<file path="src/rtl/health_tracker.sv">
// Two-fighter health tracker: edge-detected hits, per-frame hit immunity,
// sticky death, and Restart/Reset recovery. Everything runs on Clk.

module health_tracker_fighter #(
    parameter logic [6:0] MAX_HEALTH    = 7'd100,
    parameter logic [6:0] DAMAGE        = 7'd10,
    parameter logic [5:0] INVULN_FRAMES = 6'd30
) (
    input  logic       i_clk,
    input  logic       i_reset,
    input  logic       i_restart,
    input  logic       i_battle,
    input  logic       i_frame_tick,
    input  logic       i_hit,
    output logic [6:0] o_health,
    output logic       o_dead,
    output logic       o_invuln
);
    localparam int unsigned HEALTH_W = 7;
    localparam int unsigned CNT_W    = 6;

    logic                r_hit_q;
    logic [HEALTH_W-1:0] r_health;
    logic                r_dead;
    logic [CNT_W-1:0]    r_cnt;
    logic                r_invuln;

    logic                w_hit_edge;
    logic                w_counted;
    logic [HEALTH_W-1:0] w_damaged;
    logic [HEALTH_W-1:0] w_nxt_health;
    logic                w_nxt_dead;
    logic [CNT_W-1:0]    w_nxt_cnt;

    assign w_hit_edge = i_hit & ~r_hit_q;
    assign w_counted  = w_hit_edge & i_battle & ~r_dead & (r_cnt == '0) & ~i_restart;
    // Saturate at zero instead of wrapping
    assign w_damaged  = (r_health >= DAMAGE) ? HEALTH_W'(r_health - DAMAGE) : '0;

    // Next state: restart beats a hit, a hit's reload beats a frame decrement
    always_comb begin
        w_nxt_health = r_health;
        w_nxt_dead   = r_dead;
        w_nxt_cnt    = r_cnt;
        if (i_restart) begin
            w_nxt_health = MAX_HEALTH;
            w_nxt_dead   = 1'b0;
            w_nxt_cnt    = '0;
        end else if (w_counted) begin
            w_nxt_health = w_damaged;
            w_nxt_dead   = (w_damaged == '0);
            w_nxt_cnt    = INVULN_FRAMES;
        end else if (i_frame_tick && (r_cnt != '0)) begin
            w_nxt_cnt    = CNT_W'(r_cnt - CNT_W'(1));
        end
    end

    always_ff @(posedge i_clk) begin
        if (i_reset) begin
            r_hit_q  <= 1'b0;
            r_health <= MAX_HEALTH;
            r_dead   <= 1'b0;
            r_cnt    <= '0;
            r_invuln <= 1'b0;
        end else begin
            r_hit_q  <= i_hit;
            r_health <= w_nxt_health;
            r_dead   <= w_nxt_dead;
            r_cnt    <= w_nxt_cnt;
            r_invuln <= (w_nxt_cnt != '0);
        end
    end

    assign o_health = r_health;
    assign o_dead   = r_dead;
    assign o_invuln = r_invuln;
endmodule

module health_tracker #(
    parameter logic [6:0] MAX_HEALTH    = 7'd100,
    parameter logic [6:0] DAMAGE        = 7'd10,
    parameter logic [5:0] INVULN_FRAMES = 6'd30
) (
    input  logic       Clk,
    input  logic       Reset,
    input  logic       frame_clk,
    input  logic       battle_l,
    input  logic       Restart,
    input  logic       Player_Hit,
    input  logic       NPC_Hit,
    output logic [6:0] Player_Health,
    output logic [6:0] NPC_Health,
    output logic       Player_Dead,
    output logic       NPC_Dead,
    output logic       Player_Invuln,
    output logic       NPC_Invuln
);
    logic r_frame_q;
    logic w_frame_tick;

    // frame_clk is sampled as data; its rising edge yields a one-cycle tick
    always_ff @(posedge Clk) begin
        if (Reset) r_frame_q <= 1'b0;
        else       r_frame_q <= frame_clk;
    end

    assign w_frame_tick = frame_clk & ~r_frame_q;

    health_tracker_fighter #(
        .MAX_HEALTH(MAX_HEALTH), .DAMAGE(DAMAGE), .INVULN_FRAMES(INVULN_FRAMES)
    ) u_player (
        .i_clk(Clk), .i_reset(Reset), .i_restart(Restart), .i_battle(battle_l),
        .i_frame_tick(w_frame_tick), .i_hit(Player_Hit),
        .o_health(Player_Health), .o_dead(Player_Dead), .o_invuln(Player_Invuln)
    );

    health_tracker_fighter #(
        .MAX_HEALTH(MAX_HEALTH), .DAMAGE(DAMAGE), .INVULN_FRAMES(INVULN_FRAMES)
    ) u_npc (
        .i_clk(Clk), .i_reset(Reset), .i_restart(Restart), .i_battle(battle_l),
        .i_frame_tick(w_frame_tick), .i_hit(NPC_Hit),
        .o_health(NPC_Health), .o_dead(NPC_Dead), .o_invuln(NPC_Invuln)
    );
endmodule

</file>
<file path="config.mk">
export PLATFORM = sky130hd
export DESIGN_NAME = health_tracker
export DESIGN_NICKNAME = d
export VERILOG_FILES = /design/src/rtl/health_tracker.sv
export SDC_FILE = /design/constraint.sdc
export NUM_CORES = 1
export LEC_CHECK = 0
export BUFFER_PORTS_ARGS = -buffer_cell sky130_fd_sc_hd__buf_2
export CAP_MARGIN = 40
export CORE_MARGIN = 8
export CORE_UTILIZATION = 61
export CTS_CLUSTER_DIAMETER = 80
export DETAILED_ROUTE_END_ITERATION = 12
export HOLD_SLACK_MARGIN = 0.1
export PLACE_DENSITY_LB_ADDON = 0.12
export SYNTH_ARGS = -nofsm -noshare
export SYNTH_HDL_FRONTEND = slang
export SYNTH_SLANG_ARGS = --single-unit
</file>
<file path="constraint.sdc">
create_clock -name Clk -period 4.85 [get_ports Clk]
set_clock_uncertainty 0.15 [all_clocks]
set_input_delay 0.97 -clock Clk [delete_from_list [all_inputs] [get_ports Clk]]
set_output_delay 0.97 -clock Clk [all_outputs]
set_load 0.05 [all_outputs]
</file>
==> qor.yml, run 1 <==
run_status:
  status: "finished, final reports clean"
timing:
  fin_tns_setup_ns: 0
  setup_ws_ns: 2.44
  slew_headroom_pct: 43.4
  fmax_ghz: 0.414
  slew_violations: 0
  worst_pin_slew_ns: 0.841
  finalCritPeriodShare_pct: 49.8
  hold_violations: 0
  rsz0062_at_grt: "no"
  min_period_ns: 2.41
  setup_viol: 0
place:
  dp.cells: 264
  dp_hpwl_mm: 3.03
  pre_cts_ws_ns: 2.09
  routabilityCongestion: 0.873
  placed_cell_area_um2: 1960
  portBuffers: 24
clock_network:
  post_cts_buffers: 0
  clk_latency_ns: 0.33
  path_clk_slew_ns: 0.10
  cts-htree-levels: 2
  cts_buffers: 5
  clkSinkCount: 33
  holdBufCountCts: 0
  cts_tree: "yes"
  post_cts_resized: 0
  root_buffer: "clkbuf_4"
  clk_path_buf_depth: 2
setup_path:
  worst_r2r_path_depth: 7
  cp_data_arrival_time_ns: 2.52
  critical_path_class: "primary input to flip-flop"
  r2r_slack_ns: 2.46
  cp.required_ns: 4.96
  end_kind: "flip-flop"
  r2r-start: "u_player.r_cnt[0]"
  crit_path_max_fanout: 5
  critPathLaunchType: "primary input"
  r2r-end: "u_player.o_invuln"
power_and_ir_drop:
  power_per_cell_area_nw_per_um2: 289
  p_leak_uw: 0.000779
  ir_drop_mv: 0.154
global_route:
  grt_max_degree: 23
  antenna_found_initial: 0
  grt-ovfl-total: 0
  grt_first_pass_wirelength_mm: 6.89
  grt_pass1_vias: 1577
  groute.usage.overall_pct: 16.6
logic_synthesis:
  synth_top_area_share_pct: 36.1
  synth_area_per_cell_um2: 8.56
  synth_edf_count: 0
  syn_inst: 214
  async_flop_share_pct: 0
  synth.area.top_cells: "dfxtp_1 (36%), a21oi_1 (4.9%), ha_1 (3.4%)"
  ys_ff_latch: 33
  synth_cell_type_count: 55
  netlist_area_um2: 1830
  synth.yosys.seq_area_share_pct: 36.1
  yosysTopAreaCell: "dfxtp_1"
  syn-num-nets: 226
  ys_warn_count: 0
  yosysMostFrequentCell: "dfxtp_1"
  synth_common_cells: "dfxtp_1 (33), a21oi_1 (18), inv_1 (13), nand2_1 (13)"
  synth_flop_cell: "dfxtp_1"
routing:
  post-route-drc-count: 0
  avgRoutedWirePerCell_um: 15.0
  vias_per_cell: 6.18
  drt_first_pass_iters: 5
  ant_nets: 0
  vias: 1680
  drt_iter0_drc: 241
  wirelength_mm: 4.09
die:
  dieArea_um2: 5010
  die_w_um: 70.8
  io_pins: 25
  die_height_um: 70.8
  start_util_pct: 62.0
  fp.coreArea_um2: 2950
  rows: 20
layout:
  area_delta_synth_final_pct: 9.63
  nNetsFinal: 250
  drive_above_1_share_pct: 17.6
  final_util_pct: 68.0
  design_area_um2: 2010
  layout.cells.non_filler: 272
  diodes: 0
min_path:
  holdPathStages: 2
  min_to: "u_npc.o_health[0]"
  hp-class: "flip-flop to flip-flop"
  min-delay-start: "u_npc.o_health[0]"
job:
  drv_cap: 0
-- cells in the final DEF, fill, tap and decap left out, drive strengths merged, types with 5 or more instances in the layout --
master and count:
nand3 8, or3 9, clkbuf 8, nor3b 5, o31ai 5, inv 13
a21oi 18, nand2 13, nor2 12, nor3 5, buf 24, o21ai 12
dfxtp 33, a31oi 5, nor2b 7, ha 5
-- power by group --
group | switching, uW | leakage [uW] | internal (uW)
Clock | 91.4 | 0.0000265 | 57.8
Combinational | 84.2 | 0.000484 | 51.4
Sequential | 12.2 | 0.000268 | 283
Total | 188 | 0.000779 | 393
-- worst max path at each step --
stage	from	to	slack (ns)
3_3_place_gp	Restart	u_npc.o_health[5]	2.15
4_1_cts	Restart	u_npc.o_health[6]	2.44
2_1_floorplan	Restart	u_npc.o_health[6]	2.38
6_report	Restart	u_npc.o_health[6]	2.44
5_1_grt	u_player.r_cnt[0]	u_player.o_invuln	2.34
3_5_place_dp	Restart	u_npc.o_health[6]	2.09
-- flip-flops by register name, summed over array words and instances (netlist names), 6 cells and up --
register and count:
u_npc.o_health 7, u_player.o_health 7, u_npc.r_cnt 6, u_player.r_cnt 6
-- worst max-delay path: stages --
cell      delay (ns)
buf_2           0.12
nor4b_2         0.37
and4_1          0.36
nand2_1         0.13
or4_1           0.41
o211ai_1        0.16
-- per-layer routing --
layer  vias up  track usage [%]  routed length [um]
li1        845                -                   -
met1       777             19.3                1770
met2        56             27.3                2080
met3         2             5.23                 219
met4         0             6.93                  15
met5         -                0                   0
-- layout make-up --
type,instances,area [um2]
fillers,240,945
inverters,13,48.8
multi-input cells,161,1090
repair buffers,24,120
flip-flops and latches,33,661
well taps,33,41.3
clock buffers,8,48.8
-- cell families after synthesis --
kind of cell,share of synthesized area [%]
flops,36.1
fa+ha+maj,3.42
mux,1.91
simple gates,31.1
buf+inv,4.51
compound gates,21.1
xor+xnor,1.91
-- through the flow --
stage          hold slack [ns]  power, uW
6_report                 0.325        580
5_1_grt                  0.346        610
4_1_cts                  0.325        586
3_5_place_dp             0.309        436
3_3_place_gp             0.308        433
2_1_floorplan            0.348        414
(Power assumes the default switching activity.)
==> run 2, diff against run 1 <==
--- a/config.mk
+++ b/config.mk
@@ -8,7 +8,7 @@
 export BUFFER_PORTS_ARGS = -buffer_cell sky130_fd_sc_hd__buf_2
 export CAP_MARGIN = 40
 export CORE_MARGIN = 8
-export CORE_UTILIZATION = 61
+export CORE_UTILIZATION = 51
 export CTS_CLUSTER_DIAMETER = 80
 export DETAILED_ROUTE_END_ITERATION = 12
 export HOLD_SLACK_MARGIN = 0.1
==> constraint.sdc (replaced) <==
create_clock -name Clk -period 2.15 [get_ports Clk]
set_clock_uncertainty 0.15 [all_clocks]
set_input_delay 0.43 -clock Clk [delete_from_list [all_inputs] [get_ports Clk]]
set_output_delay 0.43 -clock Clk [all_outputs]
set_load 0.05 [all_outputs]
==> run 2 against run 1 <==
Setup slack got worse by 2.4 ns. Worst hold slack got worse by 0.16 ns. Clock power rose to 3.4 times the previous value. Critical path depth rose by 1. Sequential cell count did not move. Core utilization rose by 0.39 points. Critical path type is now flip-flop to flip-flop. Highest routed layer unchanged.
==> qor.yml, run 2 (same netlist as run 1, synthesis figures left out) <==
routing:
  post-route-drc-count: 0  # unchanged
  highest_layer: "met4"
  drt-met1-wl_mm: 2.08  # +17%
  wl_met3_um: 288  # +32%
  vias_per_cell: 5.81  # -5.9%
  avgRoutedWirePerCell_um: 14.9  # -1.1%
  ant_nets: 0  # unchanged
  drt_first_pass_iters: 4  # -1
  drt_iter0_drc: 130  # -46%
  wl_met2_mm: 2.17  # +4.2%
  wirelength_mm: 4.63  # +13%
  vias: 1808  # +7.6%
layout:
  diodes: 0  # unchanged
  nNetsFinal: 276  # +10%
  drive_above_1_share_pct: 32.8  # +15 points
  layout_common_cells: "dfxtp_1 (30), buf_4 (26), buf_2 (24)"
  final_common_cell: "dfxtp_1"
  num-fill-cells: 288  # +20%
  area_delta_synth_final_pct: 26.6
timing:
  min_period_ns: 2.13
  fmax_ghz: 0.469
  slew_headroom_pct: 65.7  # +22 points
  setup_viol: 0  # unchanged
  rsz0062_at_grt: "yes"
  worst_pin_slew_ns: 0.502  # -0.339 ns
  hold_violations: 0  # unchanged
  finalCritPeriodShare_pct: 99.1
  hold_ws_ns: 0.168  # -0.157 ns
  slew_violations: 0  # unchanged
job:
  drv_cap: 0  # unchanged
clock_network:
  clk_path_buf_depth: 2  # unchanged
  clk_latency_ns: 0.35  # +0.02 ns
  clkSinkCount: 33  # unchanged
  root_buffer: "clkbuf_4"
  holdBufCountCts: 0  # unchanged
  cts_tree: "yes"
  cts_buffers: 5  # unchanged
  cts-htree-levels: 2  # unchanged
  path_clk_slew_ns: 0.11  # about the same
die:
  dieArea_um2: 5770  # +15%
  rows: 21  # +5.0%
  io_pins: 25  # unchanged
  die_w_um: 75.9  # +7.2%
  die_height_um: 75.9  # +7.2%
  start_util_pct: 54.0  # -8.0 points
  fp.coreArea_um2: 3390  # +15%
global_route:
  groute.usage.overall_pct: 15.6  # -0.97 points
  grt_first_pass_wirelength_mm: 7.62  # +11%
  grt_max_degree: 22  # -4.3%
  grt_pass1_vias: 1703  # +8.0%
  grt-ovfl-total: 0  # unchanged
  antenna_found_initial: 0  # unchanged
power_and_ir_drop:
  swShare_pct: 30.1  # -2.3 points
  ir_drop_mv: 0.499  # +220%
  power_frac_seq_pct: 42.5  # -8.4 points
  power.total_uw: 1570  # +170%
  intPower_uw: 1100  # +180%
  combPwrFrac_pct: 25.3  # +1.9 points
  switchingPower_uw: 472  # +150%
  p_leak_uw: 0.000929  # +19%
  power_per_cell_area_nw_per_um2: 676  # +130%
  power_frac_clock_pct: 32.1  # +6.4 points
setup_path:
  cp.required_ns: 2.22  # -2.74 ns
  cp_data_arrival_time_ns: 2.20  # -0.32 ns
  end_kind: "flip-flop"
  r2r_slack_ns: 0.02  # -2.44 ns
  critical_path_class: "flip-flop to flip-flop"
  critPathLaunchType: "flip-flop"
  crit_path_max_fanout: 3  # -2
place:
  routabilityCongestion: 0.874  # +0.16%
  dp_hpwl_mm: 3.21  # +6.0%
  portBuffers: 24  # unchanged
run_status:
  status: "finished, final reports clean"
min_path:
  hp-class: "primary input to flip-flop"
run 2: changes by cell type in the layout (fill, tap and decap cells not counted), moves of 2 or more:
cell,change
dfxtp_2,+3
inv_2,+4
clkbuf_1,-2
ha_1,-2
inv_1,-4
dfxtp_1,-3
ha_4,+2
buf_4,+26
run 2: critical path: stages (launching register included):
cell       delay [ns]
dfxtp_1          0.34
inv_2            0.07
ha_4             0.12
or3b_4           0.38
or3_4            0.37
mux2_4           0.31
o21ai_2          0.13
o2111ai_1        0.12
run 2: timing repair:
item                       CTS  global route
hold endpoints to repair     0             0
setup endpoints to repair    2            12
resized for setup            2            17
pin swaps                    0             8
setup buffers                0             6
run 2: cell type report:
| cell class | count | area (um2) | share of cell area, % |
|---|---|---|---|
| Clock buffer | 7 | 55.1 | 2.37 |
| Clock inverter | 1 | 30.0 | 1.30 |
| Sequential cell | 33 | 664 | 28.7 |
| Tap cell | 46 | 57.6 | 2.48 |
| Multi-Input combinational cell | 161 | 1150 | 49.5 |
| Timing Repair Buffer | 50 | 315 | 13.6 |
| Inverter | 13 | 48.8 | 2.10 |
run 2: power groups by stage:
stage | combinational [uW] | sequential, uW | clock [uW]
finish | 397 | 666 | 503
global route | 432 | 670 | 543
CTS | 365 | 664 | 520
detailed placement | 356 | 678 | 0
global placement | 353 | 677 | 0
floorplan | 215 | 719 | 0
run 2: final timing paths:
kind | cells after the start | endpoint | from
worst min register to register | 2 | u_npc.o_health[0] | u_npc.o_health[0]
worst max register to register | 7 | u_player.o_invuln | u_player.r_cnt[1]
worst max-delay path | 7 | u_player.o_invuln | u_player.r_cnt[1]
worst min-delay path | 2 | r_frame_q | Reset
run 2: per-stage QoR:
stage / setup TNS (ns) / instances / util, % / cell area [um2] / setup WS, ns
3_5_place_dp: -0.0395 / 297 / 62.8 / 2130 / -0.0395
4_1_cts: -0.0127 / 305 / 65.6 / 2220 / -0.0127
2_1_floorplan: -0.0367 / 214 / - / 1830 / -0.0367
6_report: 0 / 311 / 68.4 / 2320 / 0.0193
5_1_grt: -0.0967 / 311 / 68.4 / 2320 / -0.0637
3_3_place_gp: 0 / 297 / 62.8 / 2130 / 0.0212
run 2: per-layer routing:
layer | up-vias | track usage (%)
met5 | - | 0
met4 | 0 | 7.06
met3 | 11 | 5.90
met2 | 51 | 24.6
met1 | 846 | 18.3
li1 | 900 | -
==> run 3, diff against run 2 <==
--- a/config.mk
+++ b/config.mk
@@ -12,7 +12,7 @@
 export CTS_CLUSTER_DIAMETER = 80
 export DETAILED_ROUTE_END_ITERATION = 12
 export HOLD_SLACK_MARGIN = 0.1
-export PLACE_DENSITY_LB_ADDON = 0.12
+export PLACE_DENSITY = 0.83
 export SYNTH_ARGS = -nofsm -noshare
 export SYNTH_HDL_FRONTEND = slang
 export SYNTH_SLANG_ARGS = --single-unit
==> run 3 against run 2 <==
Sequential cell count stayed put. Worst hold slack worse by 0.027 ns. Clock power is 18% lower. Core utilization is 0.59 points higher. Setup slack better by 0.019 ns. Sequential power hardly changed. First-iteration DRC count is 41% higher. Routed wire length is 4.0% higher. Critical path depth is 2 higher. Critical endpoint is now u_player.o_health[3]. Highest routed layer unchanged.
==> qor.yml, run 3 (same netlist as run 1, synthesis figures left out) <==
min_path:
  min_to: "r_frame_q"
  hp-class: "primary input to flip-flop"
  min-delay-start: "Reset"
  holdPathStages: 2  # unchanged
setup_path:
  slowest_stage: "or3b_4"
  crit_top_cell: "buf_6"
  path_buf_inv: 3  # +2
  critical_path_class: "flip-flop to flip-flop"
  cp.required_ns: 2.28  # +0.06 ns
  crit_family: "simple AND/OR/NAND/NOR gates"
  end_kind: "flip-flop"
  worst_r2r_path_depth: 9  # +2
  cp_data_arrival_time_ns: 2.24  # +0.04 ns
  critPathLaunchType: "flip-flop"
  r2r-start: "u_player.r_cnt[1]"
  worstPathCellList: "inv_2, ha_4, or3b_4, buf_6, nor3_4, buf_6, nand3_2, or3_1, a21oi_1"
  r2r-end: "u_player.o_health[3]"
  crit_path_max_fanout: 4  # +1
  r2r_slack_ns: 0.04  # +0.02 ns
  slowest_delay_ns: 0.38  # about the same
clock_network:
  cts-htree-levels: 2  # unchanged
  cts_tree: "yes"
  root_buffer: "clkbuf_4"
  clk_latency_ns: 0.34  # about the same
  path_clk_slew_ns: 0.11  # about the same
  clk_path_buf_depth: 2  # unchanged
  clkSinkCount: 33  # unchanged
  cts_buffers: 5  # unchanged
power_and_ir_drop:
  power_frac_clock_pct: 27.1  # -5.0 points
  power.total_uw: 1520  # -2.9%
  power_frac_seq_pct: 43.8  # +1.3 points
  ir_drop_mv: 0.527  # +5.7%
  switchingPower_uw: 486  # +3.0%
  p_leak_uw: 0.000932  # +0.25%
  swShare_pct: 31.9  # +1.8 points
  combPwrFrac_pct: 29.2  # +3.9 points
  power_per_cell_area_nw_per_um2: 651  # -3.7%
  intPower_uw: 1040  # -5.4%
die:
  fp.coreArea_um2: 3390  # unchanged
  dieArea_um2: 5770  # unchanged
  start_util_pct: 54.0  # unchanged
  io_pins: 25  # unchanged
  rows: 21  # unchanged
  die_w_um: 75.9  # unchanged
  die_height_um: 75.9  # unchanged
global_route:
  grt_pass1_vias: 1807  # +6.1%
  groute.usage.overall_pct: 16.4  # +0.83 points
  grt_max_degree: 22  # unchanged
  antenna_found_initial: 0  # unchanged
  grt_first_pass_wirelength_mm: 8.17  # +7.2%
  grt-ovfl-total: 0  # unchanged
timing:
  hold_violations: 0  # unchanged
  finalCritPeriodShare_pct: 98.2  # -0.87 points
  min_period_ns: 2.11  # -0.0186 ns
  slew_headroom_pct: 61.7  # -3.9 points
  fin_tns_setup_ns: 0  # unchanged
  slew_violations: 0  # unchanged
  rsz0062_at_grt: "yes"
  setup_viol: 0  # unchanged
  setup_ws_ns: 0.0379  # +0.0186 ns
  worst_pin_slew_ns: 0.573  # +0.0707 ns
  fmax_ghz: 0.473  # +0.88%
routing:
  vias: 1833  # +1.4%
  post-route-drc-count: 0  # unchanged
  avgRoutedWirePerCell_um: 15.5  # +4.4%
  ant_nets: 0  # unchanged
  drt_first_pass_iters: 5  # +1
  drt_iter0_drc: 183  # +41%
  wirelength_mm: 4.81  # +4.0%
  vias_per_cell: 5.91  # +1.7%
layout:
  layout.cells.non_filler: 310  # -0.32%
  diodes: 0  # unchanged
  nNetsFinal: 275  # -0.36%
  design_area_um2: 2340  # +0.86%
  drive_above_1_share_pct: 34.1  # +1.3 points
  area_delta_synth_final_pct: 27.7
  layout_common_cells: "dfxtp_1 (28), buf_2 (24), buf_4 (22)"
  final_common_cell: "dfxtp_1"
run_status:
  status: "finished, final reports clean"
place:
  dp_hpwl_mm: 3.26  # +1.5%
  placed_cell_area_um2: 2100  # -1.1%
  dp.cells: 294  # -1.0%
  routabilityCongestion: 0.870  # -0.50%
  portBuffers: 24  # unchanged
  pre_cts_ws_ns: -0.000504  # +0.0390 ns
job:
  drv_cap: 0  # unchanged
## run 3: worst max path at each step
stage / slack (ns) / cells after the start / end / startpoint
floorplan: -0.04 / 8 / u_player.o_invuln / u_player.r_cnt[0]
global placement: 0.03 / 8 / u_player.o_health[6] / u_player.r_cnt[0]
detailed placement: -0.0005 / 8 / u_player.o_health[6] / u_player.r_cnt[1]
CTS: 0.002 / 9 / u_player.o_health[3] / u_player.r_cnt[1]
global route: -0.04 / 9 / u_player.o_health[3] / u_player.r_cnt[1]
finish: 0.04 / 9 / u_player.o_health[3] / u_player.r_cnt[1]
## run 3: layer usage
metal	track usage (%)	vias to the layer above	part of all wire, %
li1	-	897	-
met1	18.9	866	41
met2	28.1	62	52
met3	4.36	8	5.9
met4	6.47	0	0.91
met5	0	-	0
## run 3: power by group through the flow
stage	clock network, uW	registers (uW)	logic [uW]
after CTS	420	664	390
after global placement	0	675	353
final	412	666	444
after global routing	455	670	478
after detailed placement	0	677	360
after floorplan	0	719	215
## run 3: what timing repair did
| action | CTS | global route |
|---|---|---|
| hold buffers | 0 | 0 |
| setup endpoints to repair | 4 | 12 |
| buffers inserted | 2 | 7 |
| resized for setup | 11 | 18 |
| pin swaps | 4 | 11 |
## run 3: per-stage QoR
| step | utilization, % | hold slack, ns |
|---|---|---|
| 6_report | 69.0 | 0.141 |
| 5_1_grt | 69.0 | 0.126 |
| 4_1_cts | 65.6 | 0.143 |
| 3_5_place_dp | 62.1 | 0.306 |
| 3_3_place_gp | 62.1 | 0.304 |
| 2_1_floorplan | - | 0.348 |
## run 3: final cells by class
cell class	instances	area, um2
timing repair buffer	49	319
clock buffer	7	65.1
multi-input combinational	161	1180
clock inverter	1	5.00
tap	46	57.6
inverter	13	48.8
fill	244	1050
sequential	33	667
## run 3: worst register-to-register path: stages, from the launching register on
cell,delay [ns]
dfxtp_2,0.34
inv_2,0.08
ha_4,0.13
or3b_4,0.38
buf_6,0.13
nor3_4,0.15
buf_6,0.15
nand3_2,0.06
or3_1,0.35
a21oi_1,0.14
